File: src/rtl/ahb_burst_master.sv
`default_nettype none
// ============================================================================
// Module      : ahb_burst_master
// Description : AHB-Lite master engine. Turns one command-port request into
//               a pipelined single, incrementing or wrapping burst. Generates
//               per-byte odd-parity check bits for write data, returns read
//               data beat by beat, and abandons the burst on an ERROR
//               response.
// Revision    : 1.0 - initial release
// ============================================================================
module ahb_burst_master #(
    parameter int ADDR_WIDTH = 20,
    parameter int DATA_WIDTH = 32
) (
    input  logic                    HCLK,
    input  logic                    HRESET,
    input  logic                    start,
    input  logic [ADDR_WIDTH-1:0]   addr_ip,
    input  logic [2:0]              hsize_ip,
    input  logic [2:0]              hburst_ip,
    input  logic                    hwrite_ip,
    input  logic [DATA_WIDTH-1:0]   data_ip,
    input  logic                    HREADY,
    input  logic                    HRSP,
    input  logic [DATA_WIDTH-1:0]   HRDATA,
    output logic [ADDR_WIDTH-1:0]   HADDR,
    output logic [1:0]              HTRANS,
    output logic                    HWRITE,
    output logic [2:0]              HSIZE,
    output logic [2:0]              HBURST,
    output logic [DATA_WIDTH-1:0]   HWDATA,
    output logic [DATA_WIDTH/8-1:0] HWDATACHK,
    output logic                    wdata_ack,
    output logic [DATA_WIDTH-1:0]   rdata,
    output logic                    rdata_valid,
    output logic                    busy,
    output logic                    done,
    output logic                    err
);

    // ------------------------------------------------------------------------
    // Constants
    // ------------------------------------------------------------------------
    localparam int         c_NUM_LANES  = DATA_WIDTH / 8;
    localparam logic [7:0] c_BUS_BYTES  = 8'(DATA_WIDTH / 8);

    localparam logic [2:0] c_ST_IDLE    = 3'd0;
    localparam logic [2:0] c_ST_ADDR    = 3'd1;
    localparam logic [2:0] c_ST_BURST   = 3'd2;
    localparam logic [2:0] c_ST_LAST    = 3'd3;
    localparam logic [2:0] c_ST_ERR     = 3'd4;

    localparam logic [1:0] c_TRANS_IDLE   = 2'b00;
    localparam logic [1:0] c_TRANS_NONSEQ = 2'b10;
    localparam logic [1:0] c_TRANS_SEQ    = 2'b11;

    // Number of beats for each HBURST code (INCR is treated as one beat).
    function automatic logic [4:0] burst_beats(input logic [2:0] burst);
        case (burst)
            3'b000, 3'b001: burst_beats = 5'd1;
            3'b010, 3'b011: burst_beats = 5'd4;
            3'b100, 3'b101: burst_beats = 5'd8;
            default:        burst_beats = 5'd16;
        endcase
    endfunction

    // log2 of the beat count, used to size the wrap block.
    function automatic logic [2:0] burst_shift(input logic [2:0] burst);
        case (burst)
            3'b000, 3'b001: burst_shift = 3'd0;
            3'b010, 3'b011: burst_shift = 3'd2;
            3'b100, 3'b101: burst_shift = 3'd3;
            default:        burst_shift = 3'd4;
        endcase
    endfunction

    // ------------------------------------------------------------------------
    // Registers
    // ------------------------------------------------------------------------
    logic [2:0]              r_state;
    logic [ADDR_WIDTH-1:0]   r_haddr;
    logic                    r_hwrite;
    logic [2:0]              r_hsize;
    logic [2:0]              r_hburst;
    logic [ADDR_WIDTH-1:0]   r_wrap_mask;
    logic [4:0]              r_beats_left;
    logic [DATA_WIDTH-1:0]   r_hwdata;
    logic [c_NUM_LANES-1:0]  r_hwdatachk;
    logic [DATA_WIDTH-1:0]   r_rdata;
    logic                    r_rdata_valid;
    logic                    r_done;
    logic                    r_err;

    // ------------------------------------------------------------------------
    // Request decode (evaluated against the command port while idle)
    // ------------------------------------------------------------------------
    logic [7:0]              w_req_bytes;
    logic                    w_req_legal;
    logic                    w_req_wrap;
    logic [ADDR_WIDTH-1:0]   w_req_incr;
    logic [ADDR_WIDTH-1:0]   w_req_addr;
    logic [ADDR_WIDTH-1:0]   w_req_mask;

    assign w_req_bytes = 8'd1 << hsize_ip;
    assign w_req_legal = (w_req_bytes <= c_BUS_BYTES);
    assign w_req_wrap  = (hburst_ip == 3'b010) || (hburst_ip == 3'b100) ||
                         (hburst_ip == 3'b110);
    assign w_req_incr  = ADDR_WIDTH'(1) << hsize_ip;
    // Start address is aligned down to the transfer size.
    assign w_req_addr  = addr_ip & ~(w_req_incr - ADDR_WIDTH'(1));
    // Wrap mask covers the n*2^size block; INCR bursts use an all-ones mask
    // so the same next-address formula degenerates to a plain increment.
    assign w_req_mask  = w_req_wrap ?
                         ((w_req_incr << burst_shift(hburst_ip)) - ADDR_WIDTH'(1)) :
                         {ADDR_WIDTH{1'b1}};

    // ------------------------------------------------------------------------
    // Address sequencing
    // ------------------------------------------------------------------------
    logic [ADDR_WIDTH-1:0]   w_incr;
    logic [ADDR_WIDTH-1:0]   w_addr_next;

    assign w_incr      = ADDR_WIDTH'(1) << r_hsize;
    assign w_addr_next = (r_haddr & ~r_wrap_mask) |
                         ((r_haddr + w_incr) & r_wrap_mask);

    // ------------------------------------------------------------------------
    // Bus handshake qualifiers
    // ------------------------------------------------------------------------
    logic w_dphase;
    logic w_addr_accept;
    logic w_err_first;
    logic w_err_abrupt;
    logic w_rd_beat;
    logic w_last_addr;

    // A data phase of ours is in flight only in BURST and LAST.
    assign w_dphase      = (r_state == c_ST_BURST) || (r_state == c_ST_LAST);
    // In BURST a SEQ address is only taken when the overlapping data phase
    // is not signalling ERROR.
    assign w_addr_accept = HREADY && ((r_state == c_ST_ADDR) ||
                                      ((r_state == c_ST_BURST) && !HRSP));
    assign w_err_first   = w_dphase && HRSP && !HREADY;
    // ERROR seen without its first wait cycle: abort immediately.
    assign w_err_abrupt  = w_dphase && HRSP && HREADY;
    assign w_rd_beat     = w_dphase && HREADY && !HRSP && !r_hwrite;
    assign w_last_addr   = (r_beats_left == 5'd1);

    assign wdata_ack     = w_addr_accept && r_hwrite;

    // ------------------------------------------------------------------------
    // Write-data check bits: odd parity per byte lane
    // ------------------------------------------------------------------------
    logic [c_NUM_LANES-1:0] w_data_chk;

    genvar gi;
    generate
        for (gi = 0; gi < c_NUM_LANES; gi++) begin : g_chk
            assign w_data_chk[gi] = ~^data_ip[8*gi +: 8];
        end
    endgenerate

    // Control FSM: request capture, beat sequencing, completion and abort.
    always_ff @(posedge HCLK) begin
        if (HRESET) begin
            r_state      <= c_ST_IDLE;
            r_haddr      <= '0;
            r_hwrite     <= 1'b0;
            r_hsize      <= 3'b000;
            r_hburst     <= 3'b000;
            r_wrap_mask  <= '0;
            r_beats_left <= 5'd0;
            r_done       <= 1'b0;
            r_err        <= 1'b0;
        end else begin
            r_done <= 1'b0;
            r_err  <= 1'b0;
            case (r_state)
                c_ST_IDLE: begin
                    if (start) begin
                        if (w_req_legal) begin
                            r_haddr      <= w_req_addr;
                            r_hwrite     <= hwrite_ip;
                            r_hsize      <= hsize_ip;
                            r_hburst     <= hburst_ip;
                            r_wrap_mask  <= w_req_mask;
                            r_beats_left <= burst_beats(hburst_ip);
                            r_state      <= c_ST_ADDR;
                        end else begin
                            r_err <= 1'b1;
                        end
                    end
                end
                c_ST_ADDR, c_ST_BURST: begin
                    if (w_err_first) begin
                        r_state <= c_ST_ERR;
                    end else if (w_err_abrupt) begin
                        r_state <= c_ST_IDLE;
                        r_err   <= 1'b1;
                    end else if (w_addr_accept) begin
                        r_beats_left <= r_beats_left - 5'd1;
                        if (w_last_addr) begin
                            r_state <= c_ST_LAST;
                        end else begin
                            r_state <= c_ST_BURST;
                            r_haddr <= w_addr_next;
                        end
                    end
                end
                c_ST_LAST: begin
                    if (w_err_first) begin
                        r_state <= c_ST_ERR;
                    end else if (w_err_abrupt) begin
                        r_state <= c_ST_IDLE;
                        r_err   <= 1'b1;
                    end else if (HREADY) begin
                        r_state <= c_ST_IDLE;
                        r_done  <= 1'b1;
                    end
                end
                c_ST_ERR: begin
                    // Second ERROR cycle ends the transfer.
                    if (HREADY) begin
                        r_state <= c_ST_IDLE;
                        r_err   <= 1'b1;
                    end
                end
                default: begin
                    r_state <= c_ST_IDLE;
                end
            endcase
        end
    end

    // Data path: load write beat on address acceptance, capture read beats.
    always_ff @(posedge HCLK) begin
        if (HRESET) begin
            r_hwdata      <= '0;
            r_hwdatachk   <= {c_NUM_LANES{1'b1}};
            r_rdata       <= '0;
            r_rdata_valid <= 1'b0;
        end else begin
            r_rdata_valid <= w_rd_beat;
            if (w_rd_beat) begin
                r_rdata <= HRDATA;
            end
            if (wdata_ack) begin
                r_hwdata    <= data_ip;
                r_hwdatachk <= w_data_chk;
            end
        end
    end

    // Transfer type follows the registered state; BUSY is never issued.
    always_comb begin
        HTRANS = c_TRANS_IDLE;
        case (r_state)
            c_ST_ADDR:  HTRANS = c_TRANS_NONSEQ;
            c_ST_BURST: HTRANS = c_TRANS_SEQ;
            default:    HTRANS = c_TRANS_IDLE;
        endcase
    end

    // ------------------------------------------------------------------------
    // Output mapping
    // ------------------------------------------------------------------------
    assign HADDR       = r_haddr;
    assign HWRITE      = r_hwrite;
    assign HSIZE       = r_hsize;
    assign HBURST      = r_hburst;
    assign HWDATA      = r_hwdata;
    assign HWDATACHK   = r_hwdatachk;
    assign rdata       = r_rdata;
    assign rdata_valid = r_rdata_valid;
    assign busy        = (r_state != c_ST_IDLE);
    assign done        = r_done;
    assign err         = r_err;

endmodule
`default_nettype wire

File: config.mk
export PLATFORM = sky130hd
export DESIGN_NAME = ahb_burst_master
export DESIGN_NICKNAME = d
export VERILOG_FILES = /design/src/rtl/ahb_burst_master.sv
export SDC_FILE = /design/constraint.sdc
export NUM_CORES = 1
export LEC_CHECK = 0
export BUFFER_PORTS_ARGS = -buffer_cell sky130_fd_sc_hd__buf_2
export CAP_MARGIN = 20
export CORE_AREA = 2 2 110 112
export CTS_BUF_LIST = sky130_fd_sc_hd__clkbuf_2
export CTS_CLUSTER_DIAMETER = 100
export DETAILED_ROUTE_END_ITERATION = 10
export DIE_AREA = 0 0 112 114
export PLACE_DENSITY = 0.87
export SYNTH_ARGS = -nofsm -noshare
export SYNTH_HDL_FRONTEND = slang
export SYNTH_SLANG_ARGS = --single-unit
File: constraint.sdc
create_clock -name HCLK -period 5.1 [get_ports HCLK]
set_clock_uncertainty 0.2 [all_clocks]
set_input_delay 0 -clock HCLK [delete_from_list [all_inputs] [get_ports HCLK]]
set_output_delay 0 -clock HCLK [all_outputs]
set_load 0.01 [all_outputs]
==> impl_metrics.py, run 1 <==
metrics = {
    "cts": {
        "cts.sinks": 126,
        "ctsHoldBuffers": 229,
        "htree_levels": 4,
        "post_cts_buffers": 0,
        "clockRootBuffer": "clkbuf_2",
        "cts.path.max_buffers": 2,
        "cts-resized-gates": 0,
        "cts-buffers-inserted": 17,
    },
    "logic_synthesis": {
        "synth_seq_cells": 126,
        "syn-cell-area_mm2": 0.006578,
        "post_synth.cell_area_avg_um2": 7.982,
        "synth-main-ff-cell": "dfxtp_1",
        "synth-edff-count": 0,
        "synth.distinct_cells": 79,
        "synth_fp_nets": 938,
        "yosysSeqAreaShare_pct": 38.35,
        "synthArstFlopShare_pct": 0,
        "syn_inst": 824,
        "yosys_warnings": 0,
    },
    "placed_design": {
        "hpwl_um": 12540,
        "port_buffers": 197,
        "gp_congestion": 0.8947,
    },
    "run_status": {
        "stop_stage": "4_1_cts",
        "error": "[ERROR RSZ-0060] Max buffer count reached.",
        "outcome": "did not finish",
    },
    "floorplan": {
        "die_x_um": 112,
        "initial_core_util_pct": 56.16,
        "die_h_um": 114,
        "num_io_pins": 198,
        "rows": 40,
    },
}
[cell families after synthesis]
family / share of synthesized area (%)
compound gates: 22.60
fa+ha+maj: 3.538
buf+inv: 5.383
mux: 0.6277
simple gates: 23.38
flops: 38.35
xor+xnor: 6.125
[through the flow]
stage | util [%] | std cells | setup slack, ps | hold WS, ps | instance area, um^2
3_5_place_dp | 64.28 | 1112 | 1863 | 45.95 | 7528
3_3_place_gp | 64.28 | 1112 | 1950 | 40.15 | 7528
2_1_floorplan | - | 824 | 2233 | -91.26 | 6578
[Yosys cell counts (3+ instances only)]
master,instances,area (um^2)
or2_2,3,18.77
nor3b_1,9,67.56
o21ai_0,23,115.1
nor4_1,7,43.79
o311ai_0,3,26.28
nand4_1,5,31.28
inv_1,23,86.33
clkbuf_1,37,138.9
buf_2,16,80.08
or4_1,3,22.52
dfxtp_1,126,2522
nand3b_1,3,22.52
o21ai_1,3,15.01
a41o_1,4,40.04
xnor2_1,35,306.5
a21oi_1,97,485.5
and3b_1,3,26.28
nor4b_1,3,26.28
a221oi_1,4,35.03
and2_1,4,25.02
a211oi_1,4,30.03
or3_1,5,31.28
a31oi_1,13,81.33
nor3_1,24,120.1
o221ai_1,5,43.79
buf_1,5,18.77
xor2_1,11,96.34
a41oi_1,3,26.28
nor2b_1,4,25.02
nand2b_1,15,93.84
ha_1,17,212.7
a311oi_1,8,70.07
and3_1,10,62.56
o2111ai_1,5,43.79
a21o_1,8,60.06
o211ai_1,6,45.04
nand2_1,167,626.9
nor2_1,29,108.9
o21a_1,15,112.6
mux2i_1,3,30.03
nand3_1,11,55.05
==> inputs of run 2 (changes only) <==
==> config.mk (replaced) <==
export PLATFORM = sky130hd
export DESIGN_NAME = ahb_burst_master
export DESIGN_NICKNAME = d
export VERILOG_FILES = /design/src/rtl/ahb_burst_master.sv
export SDC_FILE = /design/constraint.sdc
export NUM_CORES = 1
export LEC_CHECK = 0
export BUFFER_PORTS_ARGS = -buffer_cell sky130_fd_sc_hd__buf_2
export CAP_MARGIN = 20
export CORE_AREA = 2 2 132 134
export DETAILED_ROUTE_END_ITERATION = 10
export DIE_AREA = 0 0 134 136
export PLACE_DENSITY_LB_ADDON = 0.15
export SYNTH_ARGS = -nofsm -noshare
export SYNTH_HDL_FRONTEND = slang
export SYNTH_SLANG_ARGS = --single-unit
==> run 2 against run 1 <==
  * The flow now finishes without violations
  * Synthesized cell count stayed put
  * Synthesized area stayed put
==> impl_metrics.py, run 2 <==
metrics = {
    "cts": {
        "clkLatencyLatePin_ps": 410,
        "post_cts_buffers": 0,
        "ctsHoldBuffers": 135,
        "cts-buffers-inserted": 17,
        "cts-resized-gates": 0,
        "cts_tree": "yes",
        "cts.path.max_buffers": 2,
        "htree_levels": 4,
        "path_clk_slew_ps": 60,
        "cts.sinks": 126,
        "clockRootBuffer": "clkbuf_16",
    },
    "cells_and_area": {
        "drive_gt1_share_pct": 22.45,
        "area_growth_pct": 46.11,
        "postLayoutCoreUtil_pct": 56.95,
        "final_common_cell": "buf_2",
        "nets": 1237,
        "final_cell_mix": "buf_2 (196), nand2_1 (167), dlygate4sd3_1 (135), dfxtp_1 (126), a21oi_1 (97)",
        "n_antenna_cell": 0,
        "final_cells": 1361,
    },
    "critical_path": {
        "cp-end-kind": "flip-flop",
        "worst-endpoint-required_ps": 5260,
        "critPathKind": "flip-flop to flip-flop",
        "r2r-end": "HWDATA[3]",
        "startpoint_type": "flip-flop",
        "worstPathMaxFanout": 41,
        "r2r_cells": 8,
        "r2r_slack_ps": 1690,
        "cp.arrival_ps": 3560,
        "reg2reg_from": "r_state[1]",
    },
    "grt": {
        "grt_max_degree": 56,
        "grt_usage_pct": 22.79,
        "gr-total-overflow": 0,
        "grt_pass1_wl_um": 33660,
        "grt_pass1_vias": 6846,
        "antenna_found_initial": 0,
    },
    "sta": {
        "rsz0062_at_grt": "no",
        "post-route-period-util_pct": 66.77,
        "slew_headroom_pct": 30.46,
        "finalCriticalPeriod_ps": 3405,
        "setup_violations": 0,
        "holdWs_ps": 60.35,
        "fin_tns_setup_ps": 0,
        "tightest_slew_ps": 1030,
        "drv_slew": 0,
        "maxClockFrequency_mhz": 293.7,
        "hold_viol_final": 0,
    },
    "logic_synthesis": {
        "synth.distinct_cells": 79,
        "synth-edff-count": 0,
        "synthTopCellsByArea": "dfxtp_1 (38%), nand2_1 (9.5%), a21oi_1 (7.4%)",
        "synth-main-ff-cell": "dfxtp_1",
        "yosysSeqAreaShare_pct": 38.35,
        "yosys_warnings": 0,
        "synth_seq_cells": 126,
        "post_synth.cell_area_avg_um2": 7.982,
        "synth_area_leader_cell": "dfxtp_1",
        "synthArstFlopShare_pct": 0,
        "syn-cell-area_mm2": 0.006578,
        "synth_fp_nets": 938,
        "synthTopCellsByCount": "nand2_1 (167), dfxtp_1 (126), a21oi_1 (97)",
        "syn_inst": 824,
        "synth_top_area_share_pct": 38.35,
        "post-synth-top-count-cell": "nand2_1",
    },
    "floorplan": {
        "num_io_pins": 198,
        "coreArea_mm2": 0.01688,
        "die-area_mm2": 0.01822,
        "die_x_um": 134,
        "initial_core_util_pct": 38.98,
        "rows": 48,
        "die_h_um": 136,
    },
    "hold_path": {
        "worstHoldPathType": "primary input to flip-flop",
        "min_from": "hsize_ip[0]",
        "hold_depth": 4,
    },
    "pwr": {
        "p_leak_uw": 0.004165,
        "peakVddDrop_mv": 0.2444,
        "power_density_mw_per_mm2": 384.1,
    },
    "route": {
        "drc": 0,
        "dr.pass1.iters": 5,
        "num_vias": 7084,
        "route.antenna.remaining_nets": 0,
        "avgViaCountPerCell": 5.205,
        "drtIter0Drc": 349,
        "drt_wl_total_um": 20840,
        "wl_per_cell_um": 15.31,
    },
    "placed_design": {
        "gp_congestion": 0.8306,
        "placedCellCount": 1194,
        "hpwl_um": 13220,
        "port_buffers": 197,
    },
    "run_status": {
        "outcome": "finished clean",
    },
    "job": {
        "drv_cap": 0,
    },
}
==> run 2: cell counts after synthesis <==
No cell type changed its count.
==> run 2: stage by stage <==
step | power [uW] | area [um^2] | worst slack, ps
finish | 3692 | 9610 | 1695
global route | 3912 | 9610 | 1444
CTS | 3706 | 9610 | 1764
detailed placement | 2411 | 7664 | 2054
global placement | 2404 | 7649 | 2086
floorplan | 2085 | 6578 | 2233
==> run 2: logic make-up (layout without fill, tap and decap cells) <==
family | count (synthesis) | in the layout | share of synthesized area (%)
and+or+nand+nor | 317 | 317 | 23.38
AOI/OAI and AO/OA | 228 | 228 | 22.60
DFF | 126 | 126 | 38.35
buffers and inverters | 85 | 397 | 5.383
xor gates and xnor gates | 46 | 46 | 6.125
adders and majority gates | 18 | 18 | 3.538
muxes | 4 | 4 | 0.6277
==> run 2: where the power goes <==
part	internal, uW	switching, uW
Sequential	1120	147
Combinational	504	700
Clock	743	480
==> run 2: layout make-up <==
cell class                 instances  area, um^2
timing repair buffer             341        2415
clock inverter                    13       152.6
fill                            1565        7266
clock buffer                      19       442.9
inverter                          24       90.09
tap                              225       281.5
multi-input combinational        613        3706
sequential                       126        2522
==> run 2: critical path, stage by stage (launching register included) <==
cell and delay (ps):
dfxtp_1 570, nand2b_1 240, o21ai_0 230, nand3_1 110, buf_4 280, inv_1 810
nand2_1 160, a21oi_1 180, dlygate4sd3_1 570
==> run 2: worst max path at each step <==
| stage | depth (start not counted) | to | from | slack (ps) |
|---|---|---|---|---|
| after floorplan | 9 | flip-flop | HSIZE[1] | 2230 |
| after global placement | 8 | flip-flop | HSIZE[1] | 2090 |
| after detailed placement | 8 | flip-flop | HSIZE[1] | 2050 |
| after CTS | 8 | HWDATA[1] | r_state[1] | 1760 |
| after global routing | 8 | HWDATA[1] | r_state[1] | 1440 |
| final | 8 | HWDATA[3] | r_state[1] | 1690 |
==> run 2: metal layers <==
metal  up-vias  part of all wire (%)  wire length (um)  GRT usage, %
met5         -                     0                 0             0
met1      3307                    46              9574         29.04
met3        29                   5.6              1173         5.966
met4         0                   1.8               371         8.333
li1       3519                     -                 -             -
met2       229                    47              9723         37.21
Power figures use the tool's default switching activity.
==> inputs of run 3 (changes only) <==
==> constraint.sdc (replaced) <==
create_clock -name HCLK -period 2.9 [get_ports HCLK]
set_clock_uncertainty 0.2 [all_clocks]
set_input_delay 0 -clock HCLK [delete_from_list [all_inputs] [get_ports HCLK]]
set_output_delay 0 -clock HCLK [all_outputs]
set_load 0.01 [all_outputs]
==> run 3 against run 2 <==
  * Die area did not move
  * Sequential power rose by 75%
  * Register-to-register slack got worse by 1600 ps
  * Combinational power rose by 79%
  * Critical path depth fell by 1
  * Hold slack improved by 73 ps
  * Design area fell by 2.4%
  * Global-route usage fell by 0.93 points
  * Critical path type unchanged
==> impl_metrics.py, run 3 (synthesis gave the netlist of run 2 again) <==
metrics = {
    "route": {
        "wl_per_cell_um": 15.20,
        "avgViaCountPerCell": 5.199,
        "met2WireLength_um": 9608,
        "dr.pass1.iters": 4,
        "drt_wl_total_um": 20350,
        "drt-met1-wl_um": 9257,
        "highest-signal-layer": "met4",
        "wl_met3_um": 1308,
        "drc": 0,
        "num_vias": 6962,
        "drtIter0Drc": 438,
        "route.antenna.remaining_nets": 0,
    },
    "job": {
        "drv_cap": 0,
    },
    "critical_path": {
        "cp_cell_sequence": "inv_1 > ha_1 > nor4b_1 > o21ai_0 > nand3_2 > and3_1 > a311o_1",
        "reg2reg_from": "r_beats_left[1]",
        "cp-end-kind": "flip-flop",
        "cp-startpoint": "r_beats_left[1]",
        "critPathKind": "flip-flop to flip-flop",
        "critPathTopFamily": "simple AND/OR/NAND/NOR gates",
        "critPathSlowestCell": "o21ai_0",
        "critPathBufInv": 1,
        "slowest_delay_ps": 610,
        "startpoint_type": "flip-flop",
        "worstPathMaxFanout": 17,
        "cp.arrival_ps": 2860,
        "worst-endpoint-required_ps": 3000,
    },
    "cells_and_area": {
        "n_antenna_cell": 0,
        "nFillCells": 1568,
        "design_area_mm2": 0.009379,
        "seq_area_mm2": 0.002524,
        "area_growth_pct": 42.59,
        "final_cell_mix": "buf_2 (196), nand2_1 (167), dfxtp_1 (125), dlygate4sd3_1 (98), a21oi_1 (97)",
        "nets": 1215,
        "drive_gt1_share_pct": 24.69,
        "multi_input_area_mm2": 0.003730,
        "postLayoutCoreUtil_pct": 55.58,
        "final_common_cell": "buf_2",
    },
    "sta": {
        "rsz0062_at_grt": "yes",
        "tightest_slew_ps": 922.1,
        "setup_violations": 0,
        "post-route-period-util_pct": 95.10,
        "maxClockFrequency_mhz": 362.6,
        "timing.final.ws_setup_ps": 142.1,
        "slew_headroom_pct": 38.52,
        "finalCriticalPeriod_ps": 2758,
        "hold_viol_final": 0,
        "drv_slew": 0,
    },
    "cts": {
        "cts.sinks": 126,
        "clockRootBuffer": "clkbuf_16",
        "htree_levels": 4,
        "clkLatencyLatePin_ps": 420,
        "cts.path.max_buffers": 2,
        "cts_tree": "yes",
        "path_clk_slew_ps": 60,
        "cts-buffers-inserted": 17,
    },
    "grt": {
        "gr-total-overflow": 0,
        "grt_pass1_vias": 6372,
        "grt_max_degree": 79,
        "grt_usage_pct": 21.86,
        "grt_pass1_wl_um": 32120,
        "antenna_found_initial": 0,
    },
    "pwr": {
        "power.total_uw": 6537,
        "peakVddDrop_mv": 0.5023,
        "p_leak_uw": 0.003973,
        "power_density_mw_per_mm2": 697.0,
    },
    "hold_path": {
        "min_from": "hsize_ip[1]",
        "worstHoldPathType": "primary input to flip-flop",
    },
    "run_status": {
        "outcome": "finished clean",
    },
    "placed_design": {
        "port_buffers": 197,
        "gp_congestion": 0.8697,
        "place_area_mm2": 0.007769,
        "hpwl_um": 13500,
        "pre_cts_ws_ps": 172.2,
    },
    "floorplan": {
        "die-area_mm2": 0.01822,
        "rows": 48,
        "die_x_um": 134,
        "num_io_pins": 198,
        "coreArea_mm2": 0.01688,
        "die_h_um": 136,
        "initial_core_util_pct": 38.98,
    },
}
-- run 3: layout make-up --
type                       instances  area share (%)
tap                              225           3.002
multi-input combinational        613           39.77
sequential                       126           26.91
timing repair buffer             319           22.92
inverter                          24          0.9605
clock inverter                    13           1.614
clock buffer                      19           4.829
-- run 3: where the power goes --
part / internal (uW) / switching (uW) / total [uW] / leakage, uW
combinational: 905 / 1240 / 2150 / 0.00266
sequential: 1960 / 249 / 2210 / 0.00102
clock: 1330 / 846 / 2170 / 0.000284
total: 4200 / 2340 / 6540 / 0.00397
-- run 3: per-stage QoR --
step	cells	TNS (ps)	hold slack [ps]
after floorplan	824	0	-91.26
after global placement	1209	0	39.99
after detailed placement	1209	0	45.62
after CTS	1339	0	91.24
after global routing	1339	-632.5	153.8
final	1339	0	133.1
-- run 3: layer usage --
| layer | track usage, % | vias up |
|---|---|---|
| met5 | 0 | - |
| met4 | 4.728 | 0 |
| met3 | 5.854 | 14 |
| met2 | 35.75 | 223 |
| met1 | 29.00 | 3266 |
| li1 | - | 3459 |
-- run 3: path summary, 6_finish.rpt --
kind	endpoint	slack (ps)	cells past startpoint
worst max-delay path	flip-flop	140	7
worst min register to register	rdata[13]	250	2
worst max register to register	flip-flop	140	7
worst min-delay path	flip-flop	130	4
-- run 3: worst min-delay path, stage by stage --
cell	delay, ps
buf_2	340
nand2_1	100
a31oi_1	160
a221oi_1	80
-- run 3: timing repair --
| action | 4_1_cts | 5_1_grt |
|---|---|---|
| setup buffers | 0 | 0 |
| hold buffers | 98 | 0 |
| setup endpoints to repair | 0 | 18 |
| resized for setup | 0 | 6 |
| hold endpoints to repair | 110 | 0 |
